`config.mk`:
```
export PLATFORM = sky130hd
export DESIGN_NAME = reg_file_dump_reader
export DESIGN_NICKNAME = d
export VERILOG_FILES = /design/src/rtl/reg_file_dump_reader.sv
export SDC_FILE = /design/constraint.sdc
export NUM_CORES = 1
export LEC_CHECK = 0
export CORE_MARGIN = 5
export CORE_UTILIZATION = 38
export CTS_CLUSTER_SIZE = 14
export DETAILED_ROUTE_END_ITERATION = 7
export PLACE_DENSITY = 0.76
export SETUP_SLACK_MARGIN = 0.2
export SKIP_LAST_GASP = 1
export SLEW_MARGIN = 20
export SYNTH_ARGS = -nofsm -noshare
export SYNTH_HDL_FRONTEND = slang
export SYNTH_SLANG_ARGS = --single-unit
export TNS_END_PERCENT = 5
```
`constraint.sdc`:
```
create_clock -name clk -period 1.3 [get_ports clk]
set_input_delay 0.325 -clock clk [delete_from_list [all_inputs] [get_ports clk]]
set_output_delay 0.325 -clock clk [all_outputs]
set_load 0.005 [all_outputs]
```
`src/rtl/reg_file_dump_reader.sv`:
```
// Walks register-file addresses 0..NUM_REGS-1 and streams {addr, data} beats with a last flag.
// 2 cycles per beat minimum (READ then HOLD); a beat holds in HOLD until out_ready, and abort drops back to IDLE.
module reg_file_dump_reader #(
    parameter int DATA_WIDTH = 32,
    parameter int NUM_REGS   = 32
) (
    input  logic                  clk,
    input  logic                  reset,
    input  logic                  start,
    input  logic                  abort,
    output logic                  busy,
    output logic                  done,
    output logic [4:0]            rd_addr,
    input  logic [DATA_WIDTH-1:0] rd_data,
    output logic                  out_valid,
    input  logic                  out_ready,
    output logic [4:0]            out_addr,
    output logic [DATA_WIDTH-1:0] out_data,
    output logic                  out_last
);

    localparam logic [4:0] LAST_IDX = 5'(NUM_REGS - 1);

    typedef enum logic [1:0] {
        S_IDLE = 2'd0,
        S_READ = 2'd1,
        S_HOLD = 2'd2,
        S_DONE = 2'd3
    } state_t;

    state_t                r_state;
    logic [4:0]            r_idx;
    logic                  r_busy;
    logic                  r_done;
    logic                  r_out_valid;
    logic                  r_out_last;
    logic [4:0]            r_out_addr;
    logic [DATA_WIDTH-1:0] r_out_data;
    logic                  w_hs;

    assign w_hs = r_out_valid & out_ready;

    always_ff @(posedge clk or negedge reset) begin
        if (!reset) begin
            r_state     <= S_IDLE;
            r_idx       <= 5'd0;
            r_busy      <= 1'b0;
            r_done      <= 1'b0;
            r_out_valid <= 1'b0;
            r_out_last  <= 1'b0;
            r_out_addr  <= 5'd0;
            r_out_data  <= '0;
        end else begin
            r_done <= 1'b0;
            // abort outranks any handshake or transition on the same edge
            if (abort && (r_state != S_IDLE)) begin
                r_state     <= S_IDLE;
                r_busy      <= 1'b0;
                r_out_valid <= 1'b0;
                r_out_last  <= 1'b0;
            end else begin
                case (r_state)
                    S_IDLE: begin
                        if (start) begin
                            r_idx   <= 5'd0;
                            r_busy  <= 1'b1;
                            r_state <= S_READ;
                        end
                    end
                    S_READ: begin
                        r_out_data  <= rd_data;
                        r_out_addr  <= r_idx;
                        r_out_last  <= (r_idx == LAST_IDX);
                        r_out_valid <= 1'b1;
                        r_state     <= S_HOLD;
                    end
                    S_HOLD: begin
                        if (w_hs) begin
                            r_out_valid <= 1'b0;
                            if (r_out_last) begin
                                r_busy  <= 1'b0;
                                r_done  <= 1'b1;
                                r_state <= S_DONE;
                            end else begin
                                r_idx   <= r_idx + 5'd1;
                                r_state <= S_READ;
                            end
                        end
                    end
                    default: begin
                        r_state <= S_IDLE;
                    end
                endcase
            end
        end
    end

    assign rd_addr   = r_idx;
    assign busy      = r_busy;
    assign done      = r_done;
    assign out_valid = r_out_valid;
    assign out_last  = r_out_last;
    assign out_addr  = r_out_addr;
    assign out_data  = r_out_data;

endmodule

```
# After elaboration in Yosys (flattened, before gate mapping)
# Cells that the tools add are included.
# W data, S select, Z words.
[classes] addsub=1 n_eq_ne=9 muxes=23 n_bitwise=2 reduce_logical=12
[op_table] operator="$mux W5" count=3
[op_table] operator="$mux W1" count=12
[op_table] operator="$pmux W5 S2" count=1
[op_table] operator="$ne A3 B3 Y1 const B" count=3
[op_table] operator="$mux W2" count=4
[op_table] operator="$ne A2 B2 Y1 const B" count=3
[op_table] operator="$pmux W2 S3" count=1
[op_table] operator="$reduce_and A2 Y1" count=3
[op_table] operator="$reduce_bool A2 Y1" count=3
[op_table] operator="$reduce_bool A3 Y1" count=2
[op_table] operator="$add A5 B1 Y5 const B" count=1
[op_table] operator="$eq A5 B5 Y1 const B" count=1
[op_table] operator="$reduce_and A5 Y1" count=1
[op_table] operator="$pmux W1 S2" count=2
[op_table] operator="$reduce_and A4 Y1" count=1
[op_table] operator="$eq A2 B1 Y1 const B" count=1
[op_table] operator="$eq A2 B2 Y1 const B" count=1
[op_table] operator="$logic_not A2 Y1" count=1
[op_table] operator="$and A1 B1 Y1" count=1
[op_table] operator="$logic_and A1 B1 Y1" count=1
[op_table] operator="$not A1 Y1" count=1
[word_totals] regBits=48 input_bits=37 elab_cells=55

# Depth between registers and ports, before layout
# Gate-level depths: netlist of the first run.
[logic_depth] word_depth=4 mapped_depth=6

# Least setup slack after synthesis of the first run
# Ideal clock, no wire load.
[synth_timing] path_type="register to register" startpoint="reg r_state[1]" endpoint="reg r_out_data[10] (netlist: out_data[10])" t_arrival_ns=1.281 t_required_ns=1.175 path_slack_ns=-0.105 path_stages_with_launch=6 cell_sequence="dfrtp_1 buf_6 nand2b_4 nor2_8 buf_6 mux2_2"
[synth_between] elab_chain_len=4 elab_cells_between_ends=5
[synth_lines] item="start: declaration" line_no="31" rtl="state_t r_state;"
[synth_lines] item="start signal: assignment" line_no="45" rtl="r_state <= S_IDLE;"
[synth_lines] item="start signal: assignment" line_no="57" rtl="r_state <= S_IDLE;"
[synth_lines] item="start signal: assignment" line_no="67" rtl="r_state <= S_READ;"
[synth_lines] item="$reduce_bool A2 Y1" line_no="56" rtl="if (abort && (r_state != S_IDLE)) begin"
[synth_lines] item="$logic_and A1 B1 Y1" line_no="56"
[synth_lines] item="$not A1 Y1 (no line)"
[synth_lines] item="$reduce_and A2 Y1 (no line) *"
[synth_lines] item="end signal: assignment" line_no="71" rtl="r_out_data <= rd_data;"
[synth_lines] item="end: declaration" line_no="38" rtl="logic [DATA_WIDTH-1:0] r_out_data;"
# Every way passes the cells marked *; elsewhere a longest branch is shown, timed or not.
# A chain may end at the register's enable or synchronous reset.

# Worst setup path after layout of the first run
[layout_timing] startpoint="reg r_state[1]" endpoint="reg r_idx[0] (netlist: rd_addr[0])"
[layout_between] elab_chain_len=4 elab_cells_between_ends=11
[layout_lines] item="branches (longest 4 deep; another with $reduce_and A5 Y1)"
[layout_lines] item="end signal: assignment" line_no="85" rtl="r_idx <= r_idx + 5'd1;"
[layout_lines] item="end: declaration" line_no="32" rtl="logic [4:0] r_idx;"
# Several ways; the timed one is not identified.

==> metrics.md, run 1 <==
| Metric | Value |
|---|---|
| Status | `complete, but fails checks` |
| Failing checks | `negative setup slack` |
| Most common cell in the netlist | `dfrtp_1` |
| Sequential share of the synthesized area | `59.4%` |
| GP Congestion | `0.805` |
| Setup_tns | `-4.04 ns` |
| Layout cells sized above 1 | `40.9%` |
| Clock-pin slew on the worst setup and hold paths | `0.08 ns` |
| Worst setup endpoint | `rd_addr[0]` |
| Nets | `297` |
| Initial Util | `39.4%` |
| Antenna Nets Post-Route | `0` |
| Peak supply drop | `1.00 mV` |
| Unrepaired setup endpoints after global routing | `yes` |
| Final setup viols | `46` |
| Pwr dens | `1690 nW/um^2` |
| Synth area leader | `dfrtp_1` |
| Rel. slew slack | `81.8%` |
| Net Count, Synth | `174` |
| Reg2Reg Setup Slack | `-0.13 ns` |
| DR vias/cell | `4.68` |
| Leakage | `1.58 nW` |
| Top cells by count, synth | `48 x dfrtp_1, 36 x mux2_2, 4 x buf_6, 4 x o21ai_0` |
| Worst EP required | `1.48 ns` |
| WL/cell | `15.1 um` |
| Pre-Repair DR Iteration Count | `4` |
| Die X-Extent | `83.0 um` |
| Final hold vios | `0` |
| Final worst slack | `-0.135 ns` |
| Count of cell types in the netlist | `33` |
| Fin area | `3310 um^2` |
| Vias | `1541` |
| Synth area leaders | `dfrtp_1 59%, mux2_2 20%, buf_6 2.2%` |
| Largest net degree at the start of global routing | `49` |
| Diode count | `0` |
| R2r endpoint | `rd_addr[0]` |
| Global route total overflow | `0` |
| Period utilisation layout | `110%` |
| Number of synthesized flops with an enable pin | `0` |
| Cell Area, Synth | `2020 um^2` |
| Rows | `26` |
| Syn. warnings | `0` |
| Core area | `5140 um^2` |
| Clk root buf | `clkbuf_8` |
| Worst-Skew Late Latency | `0.29 ns` |
| Initial antenna violation count | `0` |
| Count of pins over their slew limit | `0` |
| TritonCTS clock tree | `built` |
| Vias in the first global route | `1655` |
| Max FO, Critical Path | `6` |
| Ports | `83` |
| DIE AREA | `6880 um^2` |
| Final Power | `5.60 mW` |
| Tmin final | `1.43 ns` |
| Worst R2R Start | `r_state[1]` |
| WL final | `4.97 mm` |
| Total track usage | `14.9%` |
| Crit path kind | `flop to flop` |
| Worst Setup SP | `r_state[1]` |
| Post-synth ARST share | `100%` |
| Clk_skew | `0.00527 ns` |
| Port bufs | `82` |
| Post-synth top flop | `dfrtp_1` |
| DRC errors left | `0` |
| CP endpoint kind | `flop` |
| Yosys reg bits | `48` |
| Area growth syn-to-layout | `63.8%` |
| DP Area | `3100 um^2` |
| DRT iter0 DRCs | `34` |
| Achievable frequency | `697 MHz` |
| Worst Max-Slew Pin Slew | `0.271 ns` |
| Critical Path AT | `1.62 ns` |
| Fin util | `64.5%` |
| Max-cap violation count | `0` |
| Critical path launch point type | `flop` |
| Average size of a mapped cell | `15.0 um^2` |
| Clock Sinks | `48` |
| Post-place setup slack | `-0.513 ns` |
| CTS H-tree lvls | `2` |
| First-pass GRT wire length | `8.32 mm` |
| CTS Buf Count | `5` |
| Max clock buf depth | `2` |
| HP Class | `input port to async pin` |
| Cells on worst reg2reg path | `4` |
| Die Span Y | `83.0 um` |
| Synth Instances | `135` |
| Share of the synthesized area in the top cell type | `59.4%` |
| Hpwl dp | `3.73 mm` |
-- per-layer routing --
metal  global-route usage [%]  up-vias  wire length (um)
li1                         -      730                 -
met1                     17.5      745              2020
met2                     24.6       57              2450
met3                     6.04        9               393
met4                     5.20        0                97
met5                        0        -                 0
-- worst min path at each step --
stage	start	endpoint	slack (ns)	cells past startpoint
2_1_floorplan	reset	busy	0.03	0
3_3_place_gp	reset	out_valid	0.33	2
3_5_place_dp	reset	out_data[10]	0.33	2
4_1_cts	reset	out_data[13]	0.004	2
5_1_grt	reset	out_data[13]	0.01	2
6_report	reset	out_valid	0.0007	2
-- cell families after synthesis --
group / share of synthesized area, %
flip-flops: 59.4
buffers and inverters: 2.78
adder cells (fa/ha/maj): 1.24
AO/OA/AOI/OAI: 6.31
multiplexers: 21.3
AND/OR/NAND/NOR: 8.97
-- through the flow --
stage          hold WS, ns  std cells
2_1_floorplan       0.0294        135
3_3_place_gp         0.333        306
3_5_place_dp         0.330        306
4_1_cts            0.00350        329
5_1_grt             0.0109        329
6_report          0.000680        329
-- cell type report --
cell class	count	area, um^2
clock buffers	6	82.6
clock inverters	2	10.0
fillers	440	1830
inverters	2	7.51
multi-input cells	80	823
flip-flops and latches	48	1200
well taps	70	87.6
repair buffers	121	1100
-- critical path, cell delays in order (launching register included) --
cell and delay [ns]:
dfrtp_1 0.46, buf_4 0.17, nand2b_4 0.07, a221o_1 0.37, mux2_4 0.27
-- flip-flops by register name (all words and copies together), names as in the netlist --
signal,count
busy,1
rd_addr,5
done,1
out_data,32
out_addr,5
out_valid,1
r_state,2
out_last,1
-- cell usage in the layout, fill, tap and decap left out, types with 3 or more instances in the layout --
cell             instances
buf_2                    3
buf_12                   3
nand2_1                  3
buf_4                   31
a21oi_1                  3
nand2b_4                 3
buf_6                    5
mux2_2                  36
o21ai_0                  4
dfrtp_1                 47
clkbuf_8                 6
dlygate4sd2_1           45
clkdlybuf4s50_1         33
-- what timing repair did --
| action | CTS | global route |
|---|---|---|
| gates resized for setup | 69 | 2 |
| hold endpoints to repair | 0 | 0 |
| pin swaps | 5 | 2 |
| endpoints found under the setup margin | 93 | 94 |
| hold buffers | 0 | 0 |
| setup buffers | 15 | 0 |
-- where the power goes --
part,total (mW),switching (mW),internal [mW]
Clock,0.886,0.461,0.425
Sequential,2.35,0.283,2.07
Combinational,2.36,0.867,1.50
Total,5.60,1.61,3.99
Note: power is estimated with default switching activity, not from simulation.
==> run 2: changes to the inputs <==
--- a/config.mk
+++ b/config.mk
@@ -9,6 +9,7 @@
 export CORE_UTILIZATION = 38
 export CTS_CLUSTER_SIZE = 14
 export DETAILED_ROUTE_END_ITERATION = 7
+export GPL_TIMING_DRIVEN = 0
 export PLACE_DENSITY = 0.76
 export SETUP_SLACK_MARGIN = 0.2
 export SKIP_LAST_GASP = 1
==> metrics.md, run 2 (synthesis results as in run 1) <==
| Metric | Value |
|---|---|
| Comb pwr share | `41.8%` |
| Critical Path AT | `1.14 ns` |
| Max-cap violation count | `0` |
| Sw frac | `28.4%` |
| Status | `complete, but fails checks` |
| Period utilisation layout | `112%` |
| WL/cell | `15.2 um` |
| Final worst slack | `-0.162 ns` |
| Max reg flops | `32` |
| Final hold vios | `0` |
| Die X-Extent | `83.0 um` |
| CTS H-tree lvls | `2` |
| DR vias/cell | `4.73` |
| CP endpoint kind | `output port` |
| Sequential Power Share | `41.7%` |
| Achievable frequency | `684 MHz` |
| Most frequent cells in the layout | `47 x dfrtp_1, 39 x clkdlybuf4s50_1, 36 x mux2_2` |
| Diode count | `0` |
| Rel. slew slack | `60.6%` |
| Clock Sinks | `48` |
| Clock Power Share | `16.5%` |
| Worst EP required | `0.98 ns` |
| Vias in the first global route | `1522` |
| Core area | `5140 um^2` |
| Commonest non-fill, non-tap cell in the layout | `dfrtp_1` |
| Crit path kind | `flop to output port` |
| HP Class | `input port to async pin` |
| Fin area | `3180 um^2` |
| Max clock buf depth | `2` |
| CTS Buf Count | `5` |
| Antenna Nets Post-Route | `0` |
| TritonCTS clock tree | `built` |
| Initial antenna violation count | `0` |
| Layout cells sized above 1 | `34.6%` |
| Slowest CP cell | `clkdlybuf4s50_1` |
| Area growth syn-to-layout | `57.0%` |
| P_int | `4.01 mW` |
| Delay-heaviest family, CP | `buffers and inverters` |
| First-pass GRT wire length | `7.77 mm` |
| Total track usage | `14.0%` |
| Vias | `1480` |
| Global route total overflow | `0` |
| Initial Util | `39.4%` |
| CP peak stage delay | `0.50 ns` |
| Failing checks | `negative setup slack` |
| DRT iter0 DRCs | `54` |
| Pwr dens | `1770 nW/um^2` |
| Clock-pin slew on the worst setup and hold paths | `0.09 ns` |
| Largest net degree at the start of global routing | `26` |
| Hpwl dp | `3.40 mm` |
| Clk_skew | `0.00978 ns` |
| Final Power | `5.61 mW` |
| Peak supply drop | `0.858 mV` |
| Die Span Y | `83.0 um` |
| Ports | `83` |
| Pre-Repair DR Iteration Count | `4` |
| Switching power | `1.60 mW` |
| CP Depth | `1` |
| WL final | `4.77 mm` |
| Max FO, Critical Path | `2` |
| Count of pins over their slew limit | `0` |
| Worst Max-Slew Pin Slew | `0.591 ns` |
| GP Congestion | `0.743` |
| Final setup viols | `49` |
| Worst-Skew Late Latency | `0.30 ns` |
| DRC errors left | `0` |
| DIE AREA | `6880 um^2` |
| Clk root buf | `clkbuf_8` |
| Critical path launch point type | `flop` |
| Unrepaired setup endpoints after global routing | `yes` |
| CP Cell Sequence | `clkdlybuf4s50_1` |
| Hold slack | `0.0186 ns` |
| Leakage | `1.59 nW` |
| Nets | `281` |
| Rows | `26` |
| Tmin final | `1.46 ns` |
| Buf/Inv on CP | `1` |
| DP Area | `2950 um^2` |
| Port bufs | `82` |
| Cells on worst reg2reg path | `4` |
==> run 2: per-layer routing <==
metal | track usage [%] | wire length (um) | share of wire, % | vias to the layer above
met5 | 0 | 0 | 0 | -
met4 | 4.46 | 52 | 1.1 | 0
met3 | 5.15 | 351 | 7.4 | 7
met2 | 22.5 | 2300 | 48 | 54
met1 | 17.4 | 2070 | 43 | 721
li1 | - | - | - | 698
==> run 2: layout make-up <==
cell class	instances	area, um^2
Clock inverter	1	7.51
Buffer	5	60.1
Multi-Input combinational cell	80	774
Tap cell	70	87.6
Timing Repair Buffer	100	950
Fill cell	448	1960
Clock buffer	7	86.3
Inverter	2	7.51
Sequential cell	48	1200
==> run 2: path summary, 6_finish.rpt <==
path | to | slack [ns] | start
setup / recovery | out_data[27] | -0.16 | out_data[27]
hold / removal | busy | 0.02 | reset
setup reg to reg | rd_addr[4] | -0.16 | rd_addr[0]
hold reg to reg | out_addr[4] | 0.49 | out_addr[4]
max in group asynchronous | out_data[26] | 0.74 | reset
min in group clk | out_addr[4] | 0.49 | out_addr[4]
==> run 2: power groups by stage <==
stage / Combinational, mW / Clock (mW) / Sequential [mW]
2_1_floorplan: 0.944 / 0 / 2.44
3_3_place_gp: 2.43 / 0 / 2.38
3_5_place_dp: 2.44 / 0 / 2.41
4_1_cts: 2.43 / 0.963 / 2.35
5_1_grt: 2.54 / 1.03 / 2.42
6_report: 2.34 / 0.926 / 2.34
==> run 2: metrics by stage <==
stage                     cells  TNS [ns]  util (%)  setup slack (ns)
final                       313     -5.68      61.8            -0.162
after global routing        313     -9.28      61.8            -0.203
after CTS                   311    -10.17      61.0            -0.195
after detailed placement    288    -24.90      57.3            -0.647
after global placement      287    -98.44      57.0             -1.54
after floorplan             135     -3.35         -            -0.105
==> run 2: repair_timing <==
item	4_1_cts	5_1_grt
setup endpoints to repair	94	94
hold buffers	0	0
resized for setup	32	22
buffers inserted	15	2
pin swaps	1	1
==> run 3: changes to the inputs <==
--- a/config.mk
+++ b/config.mk
@@ -7,7 +7,7 @@
 export LEC_CHECK = 0
 export CORE_MARGIN = 5
 export CORE_UTILIZATION = 38
-export CTS_CLUSTER_SIZE = 14
+export CTS_CLUSTER_SIZE = 24
 export DETAILED_ROUTE_END_ITERATION = 7
 export GPL_TIMING_DRIVEN = 0
 export PLACE_DENSITY = 0.76
==> results of run 3 <==
Same layout as run 2: the final DEF is identical, and so are final timing and power.
